### src/rtl/smoke_clkgen_if.sv
// Configuration write bus for smoke_clkgen: valid/ready handshake carrying
// a channel index, a divisor and an enable.
interface smoke_clkgen_if #(
   parameter int unsigned N_CHAN = 4,
   parameter int unsigned DIV_W  = 8
);
   localparam int unsigned CH_W = (N_CHAN > 1) ? $clog2(N_CHAN) : 1;

   logic             cfg_valid;
   logic             cfg_ready;
   logic [CH_W-1:0]  cfg_chan;
   logic [DIV_W-1:0] cfg_div;
   logic             cfg_en;

   // Bench / configuring agent side
   modport master (
      output cfg_valid,
      output cfg_chan,
      output cfg_div,
      output cfg_en,
      input  cfg_ready
   );

   // Clock generator side
   modport slave (
      input  cfg_valid,
      input  cfg_chan,
      input  cfg_div,
      input  cfg_en,
      output cfg_ready
   );
endinterface

### src/rtl/smoke_clkgen.sv
// smoke_clkgen: N programmable divided clocks and strobes derived from one
// master clock, plus a reset sequencer that holds rst_out for RST_HOLD
// cycles after reset release and then raises locked.
module smoke_clkgen #(
   parameter int unsigned N_CHAN   = 4,
   parameter int unsigned DIV_W    = 8,
   parameter int unsigned DEF_DIV  = 1,
   parameter int unsigned DEF_EN   = 1,
   parameter int unsigned RST_HOLD = 8
) (
   input  logic              clock,
   input  logic              reset,
   smoke_clkgen_if.slave     cfg,
   output logic [N_CHAN-1:0] chan_clk,
   output logic [N_CHAN-1:0] chan_stb,
   output logic              rst_out,
   output logic              locked
);

   localparam int unsigned HOLD_W = $clog2(RST_HOLD + 1);
   localparam logic [HOLD_W-1:0] HOLD_LAST = HOLD_W'(RST_HOLD - 1);
   localparam logic [DIV_W-1:0]  DIV_RST   = DIV_W'(DEF_DIV);
   localparam logic              EN_RST    = (DEF_EN != 0);
   localparam logic [DIV_W-1:0]  DIV_ONE   = DIV_W'(1);

   logic [HOLD_W-1:0] hold_cnt;

   logic [DIV_W-1:0]  div_q [N_CHAN];
   logic [DIV_W-1:0]  cnt_q [N_CHAN];
   logic [N_CHAN-1:0] en_q;

   logic              wr_acc;
   logic [N_CHAN-1:0] wr_hit;
   logic [N_CHAN-1:0] active;
   logic [N_CHAN-1:0] term;

   // Writes are only accepted once the sequencer has locked.
   assign cfg.cfg_ready = locked;
   assign wr_acc        = cfg.cfg_valid && locked;

   // Hold rst_out for RST_HOLD edges after release, then lock until next reset.
   always_ff @(posedge clock or posedge reset) begin
      if (reset) begin
         hold_cnt <= '0;
         rst_out  <= 1'b1;
         locked   <= 1'b0;
      end else if (!locked) begin
         if (hold_cnt == HOLD_LAST) begin
            rst_out <= 1'b0;
            locked  <= 1'b1;
         end else begin
            hold_cnt <= hold_cnt + 1'b1;
         end
      end
   end

   // Decode the write target; indices at or beyond N_CHAN match nothing and
   // are therefore accepted but ignored.
   always_comb begin
      wr_hit = '0;
      for (int unsigned i = 0; i < N_CHAN; i++) begin
         wr_hit[i] = wr_acc && (32'(cfg.cfg_chan) == i);
      end
   end

   // Per-channel activity and terminal-count detection.
   always_comb begin
      active = '0;
      term   = '0;
      for (int unsigned i = 0; i < N_CHAN; i++) begin
         active[i] = locked && en_q[i] && (div_q[i] != '0);
         term[i]   = (cnt_q[i] == (div_q[i] - DIV_ONE));
      end
   end

   // Channel configuration registers, updated by accepted writes.
   always_ff @(posedge clock or posedge reset) begin
      if (reset) begin
         en_q <= {N_CHAN{EN_RST}};
         for (int unsigned i = 0; i < N_CHAN; i++) begin
            div_q[i] <= DIV_RST;
         end
      end else begin
         for (int unsigned i = 0; i < N_CHAN; i++) begin
            if (wr_hit[i]) begin
               div_q[i] <= cfg.cfg_div;
               en_q[i]  <= cfg.cfg_en;
            end
         end
      end
   end

   // Divider counters and outputs; a write on the terminal edge takes
   // priority, so that edge produces neither a strobe nor a toggle.
   always_ff @(posedge clock or posedge reset) begin
      if (reset) begin
         chan_clk <= '0;
         chan_stb <= '0;
         for (int unsigned i = 0; i < N_CHAN; i++) begin
            cnt_q[i] <= '0;
         end
      end else begin
         for (int unsigned i = 0; i < N_CHAN; i++) begin
            if (wr_hit[i] || !active[i]) begin
               cnt_q[i]    <= '0;
               chan_clk[i] <= 1'b0;
               chan_stb[i] <= 1'b0;
            end else if (term[i]) begin
               cnt_q[i]    <= '0;
               chan_clk[i] <= ~chan_clk[i];
               chan_stb[i] <= 1'b1;
            end else begin
               cnt_q[i]    <= cnt_q[i] + DIV_ONE;
               chan_stb[i] <= 1'b0;
            end
         end
      end
   end

endmodule

### src/flat_wrapper.sv
// flat-port wrapper written by rule: the top's interface ports become plain ports
module smoke_clkgen_flat 
#(
   parameter int unsigned N_CHAN   = 4,
   parameter int unsigned DIV_W    = 8,
   parameter int unsigned DEF_DIV  = 1,
   parameter int unsigned DEF_EN   = 1,
   parameter int unsigned RST_HOLD = 8
)
  (clock, reset, chan_clk, chan_stb, rst_out, locked, cfg_cfg_valid, cfg_cfg_chan, cfg_cfg_div, cfg_cfg_en, cfg_cfg_ready);
  smoke_clkgen_if #(.N_CHAN(N_CHAN), .DIV_W(DIV_W)) cfg_i ();
  input  logic clock;
  input  logic reset;
  output logic [N_CHAN-1:0] chan_clk;
  output logic [N_CHAN-1:0] chan_stb;
  output logic rst_out;
  output logic locked;
  input wire logic [$bits(cfg_i.cfg_valid)-1:0] cfg_cfg_valid;
  input wire logic [$bits(cfg_i.cfg_chan)-1:0] cfg_cfg_chan;
  input wire logic [$bits(cfg_i.cfg_div)-1:0] cfg_cfg_div;
  input wire logic [$bits(cfg_i.cfg_en)-1:0] cfg_cfg_en;
  output wire logic [$bits(cfg_i.cfg_ready)-1:0] cfg_cfg_ready;
  assign cfg_i.cfg_valid = cfg_cfg_valid;
  assign cfg_i.cfg_chan = cfg_cfg_chan;
  assign cfg_i.cfg_div = cfg_cfg_div;
  assign cfg_i.cfg_en = cfg_cfg_en;
  assign cfg_cfg_ready = cfg_i.cfg_ready;
  smoke_clkgen #(.N_CHAN(N_CHAN), .DIV_W(DIV_W), .DEF_DIV(DEF_DIV), .DEF_EN(DEF_EN), .RST_HOLD(RST_HOLD)) u_core (.clock(clock), .reset(reset), .cfg(cfg_i), .chan_clk(chan_clk), .chan_stb(chan_stb), .rst_out(rst_out), .locked(locked));
endmodule
### config.mk
export PLATFORM = sky130hd
export DESIGN_NAME = smoke_clkgen_flat
export DESIGN_NICKNAME = d
export VERILOG_FILES = /design/src/rtl/smoke_clkgen_if.sv /design/src/rtl/smoke_clkgen.sv /design/src/flat_wrapper.sv
export SDC_FILE = /design/constraint.sdc
export NUM_CORES = 1
export LEC_CHECK = 0
export CAP_MARGIN = 20
export CORE_MARGIN = 2
export CORE_UTILIZATION = 60
export DETAILED_ROUTE_END_ITERATION = 7
export HOLD_SLACK_MARGIN = 0.06
export PLACE_DENSITY = 0.8
export REMOVE_ABC_BUFFERS = 1
export SYNTH_ARGS = -nofsm -noshare
export SYNTH_HDL_FRONTEND = slang
export SYNTH_SLANG_ARGS = --single-unit
### constraint.sdc
create_clock -name clock -period 3.4 [get_ports clock]
set_input_delay 0.68 -clock clock [delete_from_list [all_inputs] [get_ports clock]]
set_output_delay 0.68 -clock clock [all_outputs]
set_load 0.005 [all_outputs]
# Word level (Yosys, flattened, before mapping)
# Cells that the tools add are included.
# totals
regBits	82
latchBits	0
ram_bits	0
romBits	0
inputBits	14
out_inout_bits	11
word_cells	101
memories	0
# classes
add_sub_neg	9
mul	0
div	0
magnitude_cmp	0
n_eq_ne	8
shifts	0
mux	26
n_bitwise	6
n_reduce_logical	32
# ops
cell	count
2-to-1 mux 8 bit	8
adder 8 x 1 -> 8 bit (second input constant)	4
== test 8 bit	4
nonzero test 8 bit	4
subtractor 8 x 1 -> 8 bit (second input constant)	4
2-to-1 mux 1 bit	18
logical AND 1 bit	13
nonzero test 2 bit	4
NOT 1 bit	6
adder 4 x 1 -> 4 bit (second input constant)	1
== test 2 bit (second input constant)	2
== test 4 x 3 -> 1 bit (second input constant)	1
logical NOT 1 bit	4
logical OR 1 bit	4
AND reduction 2 bit	2
== test 2 x 1 -> 1 bit (second input constant)	1
logical NOT 2 bit	1

# Longest topological paths before layout
# logic_depth
word_depth	5
mapped_depth	9
depth_no_buf	8

# Least setup slack after synthesis
# Ideal clock, no wire load.
# synth_timing
path_type	register -> register
from	register u_core.div_q[3] in the netlist's numbering
to	register u_core.cnt_q[2] in the netlist's numbering
setup_time_ps	119
t_arrival_ps	2097
t_required_ps	3281
path_slack_ps	1184
stages_incl_launch_ff	9
n_path_buf	2
synth_period_minus_slack_ps	2216
path_cell_list	dfrtp_1 buf_6 or4_4 or3_1 a221oi_2 o2111ai_2 nand2b_1 buf_6 nor2_1
# synth_via
elab_chain_len	5
elab_cells_between_ends	8
classes_between	add/sub (1); eq/ne (1); mux (2); reduce/logical (4)
# synth_lines
item	line	source
start, declared	smoke_clkgen.sv:28	logic [DIV_W-1:0] div_q [N_CHAN];
start signal, assigned by index	smoke_clkgen.sv:86	div_q[i] <= cfg.cfg_div;
parallel branches: the longest is 4 deep, another holds subtractor 8 x 1 -> 8 bit	n/a	
2-to-1 mux 8 bit (*)	smoke_clkgen.sv:104	if (wr_hit[i] || !active[i]) begin
end signal, assigned by index	smoke_clkgen.sv:113	cnt_q[i] <= cnt_q[i] + DIV_ONE;
end, declared	smoke_clkgen.sv:29	logic [DIV_W-1:0] cnt_q [N_CHAN];
# Mark *: on every way between the ends.
# A chain may end at the register's enable or synchronous reset.

# Final worst setup path
# layout_timing
from	register u_core.div_q[19] in the netlist's numbering
to	register u_core.cnt_q[23] in the netlist's numbering
# The elaborated chain is that of the path after synthesis.

==> reports/summary.txt <==
crit path launch = u_core.div_q[19]
port bufs = 24
internal power = 1.66 mW
clock buffer depth = 2
Final ANT Viol Nets = 0
Max Cap Viol = 0
layout cell share with drive strength beyond 1 = 0.161
# hold bufs at CTS = 0
Synth top area share = 0.420
DIE HEIGHT = 89.1 um
data required time of the worst path = 3.63 ns
Synth area leader = dfrtp_1
RSZ-0062 raised after global routing = false
switching share of power = 0.307
end of the critical path = u_core.cnt_q[23]
first-pass GRT wire length = 14000 um
crit path launch type = flop
vias in the first global route = 3012
endpoints failing setup = 0
combinational share of power = 0.223
CP Data Arrival Time = 2.87 ns
Layout Skew = 0.00809 ns
post-DP HPWL = 5920 um
clock power share = 0.256
Layout Utilization = 0.677
nets@finish = 458
main area contributors after synthesis = dfrtp_1 (42%), mux2_2 (9.1%), xnor2_1 (7.9%)
P_leak = 2.02 nW
Max Fanout on Critical Path = 8
r2r setup slk = 0.75 ns
Synth warnings = 0
DR pass1 iterations = 4
most common cell after layout, fill and taps aside = dfrtp_1
Initial Util = 0.609
Synth Instances = 405
worst slew pin tran = 0.821 ns
synthesized area = 4350 um^2
most frequent cells in the layout = dfrtp_1 (73), nor2_1 (50), xnor2_1 (39), mux2_2 (35), xor2_1 (29)
depth of the CTS H-tree = 3
Avg WL per Cell = 15.4 um
clock-pin slew on the worst setup and hold paths = 0.08 ns
hold slack final = 0.507 ns
RD Place Congestion = 0.910
reg-to-reg startpoint = u_core.div_q[19]
slew margin rel. = 0.452
sequential area share after synthesis = 0.475
synthesized area per cell = 10.7 um^2
core box area = 7140 um^2
I/O pin total = 25
minimum clock period = 2.65 ns
FF-to-FF End = u_core.cnt_q[23]
Final Instance Area = 4830 um^2
Final Max Slew Viols = 0
Placed Instance Area = 4670 um^2
initial antenna violation count = 0
Net Sw Power = 0.737 mW
#FFs+latches synth = 82
die area = 7940 um^2
First DRT Iteration DRCs = 54
gr usage total = 0.233
Area growth, synth to finish = 11.2%
pwr dens = 497 nW/um^2
post-CTS sizing = 0
WL final = 8240 um
Die X = 89.1 um
CP Capture Type = flop
status = finished clean
CTS buffer count = 9
Crit Path Class = flop to flop
setup_tns = 0 ns
Yosys cell types = 48
highest clock rate = 378 MHz
gr ovfl total = 0
Tcrit/Tclk final = 0.778
HP Class = flop to flop
asr flop ratio synth = 1.00
Post-synth EDFFs = 0
Vias = 3033
n_diodes = 0
Clock Latency Late Sink = 0.35 ns
drt via density = 5.67
Max IR drop VDD = 0.296 mV
reg2reg path depth = 6
Clock Tree Root = clkbuf_8
row count = 31
DRC violations left = 0
post-CTS repair timing setup buffer count = 0
sequential share of power = 0.521
Fin. Hold Viols = 0
CTS tree = done
clock sink total = 82
largest net degree at the start of global routing = 49
ys flop type = dfrtp_1
==> cell type report <==
| type | count | area [um^2] |
|---|---|---|
| Fill cell | 577 | 2300 |
| Clock buffer | 15 | 156 |
| Timing Repair Buffer | 28 | 270 |
| Tap cell | 99 | 124 |
| Multi-Input combinational cell | 294 | 2150 |
| Clock inverter | 1 | 5.00 |
| Inverter | 16 | 61.3 |
| Sequential cell | 82 | 2060 |
==> critical path: stages, from the launching register on <==
cell       delay (ns)
dfrtp_1          0.47
or3_1            0.41
or3_1            0.38
a2111oi_0        0.53
o2111ai_1        0.28
nand2b_1         0.34
nor2_1           0.10
==> worst min-delay path by stage <==
stage | to | cells past startpoint | startpoint
after floorplan | u_core.hold_cnt[3] | 1 | u_core.hold_cnt[3]
after global placement | u_core.rst_out | 1 | u_core.rst_out
after detailed placement | u_core.rst_out | 1 | u_core.rst_out
after CTS | u_core.rst_out | 1 | u_core.rst_out
after global routing | u_core.rst_out | 1 | u_core.rst_out
final | u_core.rst_out | 1 | u_core.rst_out
==> flip-flops by register name, summed over array words and instances (netlist names) <==
| signal | count |
|---|---|
| u_core.en_q | 4 |
| u_core.chan_clk | 4 |
| u_core.rst_out | 1 |
| u_core.hold_cnt | 4 |
| u_core.div_q | 32 |
| u_core.cfg.cfg_ready | 1 |
| u_core.chan_stb | 4 |
| u_core.cnt_q | 32 |
==> kinds of logic (layout without fill, tap and decap cells) <==
logic type,after synthesis,in the layout,share of synthesized area
AOI/OAI and AO/OA,30,30,0.0515
muxes,38,38,0.0976
adders and majority gates,13,13,0.0374
xor gates and xnor gates,69,69,0.142
DFF,82,82,0.475
buffers and inverters,29,60,0.0302
and+or+nand+nor,144,144,0.166
==> cell usage after synthesis, types with 6 or more instances <==
library cell  instances
dfrtp_1              73
nor2_1               50
xnor2_1              39
mux2_2               35
xor2_1               29
nand2_1              19
nand3_1              19
inv_1                16
ha_1                 13
clkbuf_1              9
dfstp_2               9
o21ai_0               9
and3_1                8
nor3_1                7
nor4_1                6
or3_1                 6
==> power by group through the flow <==
stage	logic (mW)	registers, mW	clock network, mW
after detailed placement	0.533	1.27	0
after global placement	0.512	1.26	0
final	0.535	1.25	0.614
after CTS	0.539	1.25	0.622
after floorplan	0.428	1.22	0
after global routing	0.604	1.27	0.670
==> metal layers <==
layer	global-route usage	wire, um	vias to the layer above
met1	0.306	3810	1521
li1	-	-	1447
met3	0.0536	331	14
met4	0.0841	143	0
met2	0.378	3960	51
met5	0	0	-
==> stage by stage <==
stage / power [mW] / setup slack [ns] / instances
final: 2.40 / 0.753 / 535
after global routing: 2.55 / 0.618 / 535
after CTS: 2.41 / 0.747 / 535
after detailed placement: 1.80 / 0.788 / 519
after global placement: 1.77 / 0.923 / 519
after floorplan: 1.65 / 0.626 / 392
(Power assumes the default switching activity.)
